## src/rtl/mem_access.sv

```systemverilog
// Load/store stage: single-outstanding 64-bit data-bus access, store lane alignment,
// load extraction/extension and the registered write-back slot for WB.
module mem_access #(
  parameter int unsigned ADDR_W  = 64,
  parameter int unsigned DATA_W  = 64,
  parameter int unsigned TIMEOUT = 255
) (
  input  logic              clk,
  input  logic              rst,
  input  logic              in_valid_i,
  input  logic [7:0]        inst_type_i,
  input  logic              rd_ena_i,
  input  logic [4:0]        rd_addr_i,
  input  logic [DATA_W-1:0] rd_data_i,
  input  logic [2:0]        ls_sel_i,
  input  logic [ADDR_W-1:0] ls_addr_i,
  output logic              mem_req_o,
  output logic              mem_we_o,
  output logic [ADDR_W-1:0] mem_addr_o,
  output logic [DATA_W-1:0] mem_wdata_o,
  output logic [7:0]        mem_wstrb_o,
  input  logic              mem_ready_i,
  input  logic              mem_rvalid_i,
  input  logic [DATA_W-1:0] mem_rdata_i,
  output logic              mem_stall_req_o,
  output logic              wb_valid_o,
  output logic              rd_ena_o,
  output logic [4:0]        rd_addr_o,
  output logic [DATA_W-1:0] rd_data_o,
  output logic              misalign_o,
  output logic              bus_err_o
);

  localparam logic [1:0] IDLE = 2'd0;
  localparam logic [1:0] REQ  = 2'd1;
  localparam logic [1:0] WAIT = 2'd2;
  localparam logic [1:0] DONE = 2'd3;

  localparam int unsigned    CNT_W    = $clog2(TIMEOUT + 1);
  localparam logic [CNT_W-1:0] CNT_LAST = CNT_W'(TIMEOUT - 1);

  logic [1:0]        state;
  logic [CNT_W-1:0]  cnt;
  logic [2:0]        off_q;
  logic [2:0]        sel_q;
  logic              is_load_q;
  logic              rd_ena_q;
  logic [4:0]        rd_addr_q;

  logic              is_load;
  logic              is_mem;
  logic              misaligned;
  logic [2:0]        off;
  logic [7:0]        strb_base;
  logic [DATA_W-1:0] ld_raw;
  logic [DATA_W-1:0] ld_data;
  logic              load_done;
  logic              store_done;
  logic              unused_type;

  assign unused_type = ^inst_type_i[7:2];

  assign is_load = inst_type_i[1];
  assign is_mem  = in_valid_i & (inst_type_i[1] | inst_type_i[0]);
  assign off     = ls_addr_i[2:0];

  always_comb begin
    misaligned = 1'b0;
    strb_base  = 8'h01;
    case (ls_sel_i[1:0])
      2'b01: begin misaligned = ls_addr_i[0];    strb_base = 8'h03; end
      2'b10: begin misaligned = |ls_addr_i[1:0]; strb_base = 8'h0F; end
      2'b11: begin misaligned = |ls_addr_i[2:0]; strb_base = 8'hFF; end
      default: begin misaligned = 1'b0;          strb_base = 8'h01; end
    endcase
  end

  always_comb begin
    ld_raw = mem_rdata_i >> {off_q, 3'b000};
    case (sel_q)
      3'b000:  ld_data = {{(DATA_W-8){ld_raw[7]}},   ld_raw[7:0]};
      3'b001:  ld_data = {{(DATA_W-16){ld_raw[15]}}, ld_raw[15:0]};
      3'b010:  ld_data = {{(DATA_W-32){ld_raw[31]}}, ld_raw[31:0]};
      3'b100:  ld_data = {{(DATA_W-8){1'b0}},        ld_raw[7:0]};
      3'b101:  ld_data = {{(DATA_W-16){1'b0}},       ld_raw[15:0]};
      3'b110:  ld_data = {{(DATA_W-32){1'b0}},       ld_raw[31:0]};
      default: ld_data = ld_raw;
    endcase
  end

  // Read data arriving with the ready handshake completes the load without visiting WAIT.
  assign load_done  = is_load_q & mem_rvalid_i &
                      ((state == WAIT) | ((state == REQ) & mem_ready_i));
  assign store_done = ~is_load_q & (state == REQ) & mem_ready_i;

  // Stall is forced low while in reset so every output reads 0 during an abort.
  assign mem_stall_req_o = ~rst & ((state == REQ) | (state == WAIT) |
                                   ((state == IDLE) & is_mem & ~misaligned));

  always_ff @(posedge clk or posedge rst) begin
    if (rst) begin
      state       <= IDLE;
      cnt         <= '0;
      off_q       <= '0;
      sel_q       <= '0;
      is_load_q   <= 1'b0;
      rd_ena_q    <= 1'b0;
      rd_addr_q   <= '0;
      mem_req_o   <= 1'b0;
      mem_we_o    <= 1'b0;
      mem_addr_o  <= '0;
      mem_wdata_o <= '0;
      mem_wstrb_o <= '0;
      wb_valid_o  <= 1'b0;
      rd_ena_o    <= 1'b0;
      rd_addr_o   <= '0;
      rd_data_o   <= '0;
      misalign_o  <= 1'b0;
      bus_err_o   <= 1'b0;
    end else begin
      misalign_o <= 1'b0;
      bus_err_o  <= 1'b0;
      case (state)
        IDLE: begin
          if (is_mem && !misaligned) begin
            state       <= REQ;
            cnt         <= '0;
            off_q       <= off;
            sel_q       <= ls_sel_i;
            is_load_q   <= is_load;
            rd_ena_q    <= rd_ena_i;
            rd_addr_q   <= rd_addr_i;
            mem_req_o   <= 1'b1;
            mem_we_o    <= ~is_load;
            mem_addr_o  <= {ls_addr_i[ADDR_W-1:3], 3'b000};
            mem_wdata_o <= rd_data_i << {off, 3'b000};
            mem_wstrb_o <= is_load ? 8'h00 : (strb_base << off);
            wb_valid_o  <= 1'b0;
            rd_ena_o    <= 1'b0;
          end else if (is_mem) begin
            misalign_o <= 1'b1;
            wb_valid_o <= 1'b1;
            rd_ena_o   <= 1'b0;
            rd_addr_o  <= rd_addr_i;
            rd_data_o  <= '0;
          end else if (in_valid_i) begin
            wb_valid_o <= 1'b1;
            rd_ena_o   <= rd_ena_i;
            rd_addr_o  <= rd_addr_i;
            rd_data_o  <= rd_data_i;
          end else begin
            wb_valid_o <= 1'b0;
            rd_ena_o   <= 1'b0;
          end
        end
        REQ, WAIT: begin
          cnt <= cnt + CNT_W'(1);
          if ((state == REQ) && mem_ready_i) begin
            mem_req_o <= 1'b0;
          end
          if (load_done || store_done) begin
            state      <= DONE;
            wb_valid_o <= 1'b1;
            rd_ena_o   <= is_load_q & rd_ena_q;
            rd_addr_o  <= rd_addr_q;
            if (is_load_q) begin
              rd_data_o <= ld_data;
            end
          end else if ((state == REQ) && mem_ready_i) begin
            state <= WAIT;
            cnt   <= '0;
          end else if (cnt == CNT_LAST) begin
            state      <= DONE;
            mem_req_o  <= 1'b0;
            bus_err_o  <= 1'b1;
            wb_valid_o <= 1'b1;
            rd_ena_o   <= 1'b0;
            rd_addr_o  <= rd_addr_q;
            rd_data_o  <= '0;
          end
        end
        default: begin
          // DONE: upstream advances on this edge, so the input now visible is not re-issued.
          state      <= IDLE;
          wb_valid_o <= 1'b0;
          rd_ena_o   <= 1'b0;
        end
      endcase
    end
  end

endmodule

```

## config.mk

```make
export PLATFORM = sky130hd
export DESIGN_NAME = mem_access
export DESIGN_NICKNAME = d
export VERILOG_FILES = /design/src/rtl/mem_access.sv
export SDC_FILE = /design/constraint.sdc
export NUM_CORES = 1
export LEC_CHECK = 0
export BUFFER_PORTS_ARGS = -buffer_cell sky130_fd_sc_hd__buf_2
export CELL_PAD_IN_SITES_DETAIL_PLACEMENT = 1
export CELL_PAD_IN_SITES_GLOBAL_PLACEMENT = 1
export CORE_UTILIZATION = 29
export CTS_BUF_LIST = sky130_fd_sc_hd__clkbuf_2 sky130_fd_sc_hd__clkbuf_4 sky130_fd_sc_hd__clkbuf_8
export DETAILED_ROUTE_END_ITERATION = 8
export MAX_ROUTING_LAYER = met4
export PLACE_DENSITY_LB_ADDON = 0.1
export RECOVER_POWER = 25
export SETUP_SLACK_MARGIN = 0.2
export SLEW_MARGIN = 20
export SYNTH_ARGS = -nofsm -noshare
export SYNTH_HDL_FRONTEND = slang
export SYNTH_SLANG_ARGS = --single-unit
export TNS_END_PERCENT = 30
```

## constraint.sdc

```tcl
create_clock -name clk -period 22.8 [get_ports clk]
set_input_delay 3.42 -clock clk [delete_from_list [all_inputs] [get_ports clk]]
set_output_delay 3.42 -clock clk [all_outputs]
set_load 0.02 [all_outputs]
```

==> impl_metrics.csv <==
group,metric,value,unit
finish,final_cell_area,16700,um^2
sta,min_period,10930,ps
floorplan,rows,78,
sta,whs,463,ps
placed_design,io_buffers,416,
setup_path,rr_endpoint,"rd_data_o[44]",
sta,rsz0062_at_grt,"no",
setup_path,worst_path_largest_cell_delay,2950,ps
placed_design,dpl.hpwl,43.6,mm
detailed_routing,wire_per_inst,24.1,um
floorplan,die_area,46800,um^2
detailed_routing,wl_met1,25.5,mm
power_and_ir_drop,p_leak,8.21,nW
setup_path,endpoint,"mem_stall_req_o",
flow_run,drv_cap,4,
detailed_routing,top_layer,"met4",
clocking,post_cts_buffers,0,
clocking,ctsHoldBuffers,0,
clocking,tritoncts,"built",
worst_hold_path,hp-class,"reg2reg",
power_and_ir_drop,total_power,2.43,mW
synthesis,ys_types,59,
synthesis,synth_top_cell_by_area,"dfrtp_1",
detailed_routing,drcViolationCount,0,
setup_path,worstReg2RegStart,"state[0]",
clocking,h-tree-depth,2,
setup_path,required,19380,ps
sta,hold_viol_final,0,
clocking,ctsResizeCount,0,
sta,fin_skew,16.3,ps
sta,slew_headroom,-245,%
sta,worst_slew_pin_slew,5150,ps
setup_path,cp-startpoint,"ls_addr_i[0]",
floorplan,coreArea,45400,um^2
run_status,violations,"max-capacitance violations, max-slew violations",
synthesis,avgSynthCellArea,9.19,um^2
detailed_routing,route.met3.wl,3.44,mm
synthesis,ys_warn_count,0,
setup_path,crit_fanout,66,
detailed_routing,dr.pass1.iters,5,
clocking,cts_root_buf,"clkbuf_8",
setup_path,start_kind,"input pin",
clocking,cts_sinks,231,
synthesis,synthTopCellsByCount,"382 x nand2_1, 231 x dfrtp_1, 101 x a21oi_1",
global_routing,antenna_found_initial,6,
setup_path,crit_chain,"clkbuf_1, o21a_1, a2111oi_4, nor2_1, nor2_1, buf_2",
floorplan,chipHeight,216,um
finish,fin_util,36.8,%
detailed_routing,routed_wl,59.1,mm
synthesis,synthCells,1449,
placed_design,dp_cells,2364,
synthesis,synth_area_leaders,"dfrtp_1 43%, nand2_1 11%, mux2i_1 6.7%",
sta,period_share,47.9,%
floorplan,dieWidth,216,um
synthesis,synth_flop_cell,"dfrtp_1",
finish,syn2layout_area_growth,25.3,%
sta,timing.setup.tns,0,ps
detailed_routing,met2_length,28.2,mm
setup_path,reg2reg_slack,19100,ps
setup_path,crit_arrival,7510,ps
setup_path,cp_common_cell,"nor2_1",
clocking,clk_pin_slew,50,ps
placed_design,gp_congestion,0.913,
detailed_routing,vias,12900,
floorplan,start_util,29.4,%
global_routing,grt_pass1_vias,13500,
finish,drive_gt1_share,31.8,%
synthesis,syn_area,13300,um^2
setup_path,endpoint_kind,"primary output",
global_routing,grt_use_total,25.8,%
setup_path,crit_type,"in2out",
detailed_routing,first_iter_violations,897,
clocking,clockBufferDepth,3,
synthesis,synth_top_area_share,43.4,%
setup_path,ff2ff_path_depth,8,
finish,finalNonFillerCells,2449,
run_status,status,"finished with violations",
sta,drv_slew,303,
synthesis,synth.most_common_cell,"nand2_1",
placed_design,placedInstanceArea,15800,um^2
power_and_ir_drop,power_density,146,nW/um^2
synthesis,synth_edf_count,0,
synthesis,synth-seq-cells,231,
detailed_routing,postRouteAntennaNets,0,
global_routing,grt-ovfl-total,0,
synthesis,yosysSeqAreaShare,43.4,%
power_and_ir_drop,vdd_drop_max,0.000112,V
synthesis,async_flop_share,100,%
global_routing,grt_max_degree,108,
global_routing,grt_pass1_wl,87.6,mm
detailed_routing,vias_per_cell,5.25,
sta,setup_violations,0,
sta,setup_ws,11870,ps
clocking,clkLatencyLatePin,600,ps
floorplan,io-pin-count,426,
clocking,cts_buffers,45,
setup_path,slowest_stage,"clkbuf_1",
finish,fin_nets,2031,
placed_design,dpl_worst_slack,14160,ps
sta,fmax,91.5,MHz
==> worst min-delay path by stage <==
stage | start | end | cells after the start
finish | mem_wdata_o[6] | mem_wdata_o[6] | 2
CTS | mem_wdata_o[6] | mem_wdata_o[6] | 2
global placement | mem_wdata_o[5] | mem_wdata_o[5] | 2
floorplan | cnt[7] | cnt[7] | 1
detailed placement | mem_wdata_o[6] | mem_wdata_o[6] | 2
global route | mem_addr_o[41] | mem_addr_o[41] | 2
==> final cells by class <==
class / count / area, um^2
inverters: 11 / 42.5
clock buffers: 74 / 900
flip-flops and latches: 231 / 5780
clock inverters: 6 / 65.1
well taps: 600 / 751
fillers: 5432 / 28700
repair buffers: 431 / 2130
diodes: 5 / 12.5
multi-input cells: 1091 / 7010
==> layer usage <==
layer	track usage, %	vias up
met5	-	-
met4	9.53	0
met3	5.00	107
met2	41.4	435
met1	32.2	6464
li1	-	5848
==> critical path: cells and delay by family <==
family / cells / cell delay (ps)
and+or+nand+nor: 2 / 320
buffers and inverters: 2 / 3110
AOI/OAI and AO/OA: 2 / 650
==> registers in the layout, summed over array words and instances, names as in the netlist, 3 cells and up <==
name / cells
mem_wdata_o: 64
rd_addr_q: 5
mem_addr_o: 61
rd_data_o: 64
sel_q: 3
mem_wstrb_o: 8
cnt: 8
rd_addr_o: 5
off_q: 3
==> cell usage in the layout, fill, tap and decap left out, types with 3 or more instances in the layout <==
cell type,instances
nor2_1,94
clkbuf_4,19
mux2_2,30
nand3_1,56
a41oi_1,3
conb_1,3
inv_1,8
nor2b_1,15
mux4_2,39
clkbuf_8,55
a31o_2,8
a211oi_1,5
mux2i_1,89
o31ai_1,15
buf_4,13
o21ai_0,64
o41ai_1,4
o211ai_1,3
o2bb2ai_1,4
and3_1,5
nor3_1,10
dfrtp_1,229
o22a_1,26
clkbuf_1,50
nand2_1,382
buf_2,368
a31oi_1,8
a21o_1,20
o211ai_2,29
diode_2,5
or2_2,3
a21oi_1,100
ha_1,6
o22ai_1,6
a221oi_1,5
nand2b_1,7
a22oi_1,16
nand3b_1,3
==> cells by family (layout without fill, tap and decap cells) <==
family / count (synthesis) / after routing / share of synthesized area, %
compound gates: 334 / 334 / 17.6
flops: 231 / 231 / 43.4
fa+ha+maj: 6 / 6 / 0.563
mux: 159 / 159 / 15.9
simple gates: 589 / 589 / 18.1
buf+inv: 129 / 522 / 4.41
other cells: 1 / 8 / 0.0281
==> power by group <==
group	leakage, nW	total, mW	switching (mW)	internal [mW]
sequential	2.93	0.696	0.113	0.583
combinational	4.76	1.28	0.855	0.429
clock	0.514	0.453	0.193	0.260
Note: power is estimated with default switching activity, not from simulation.
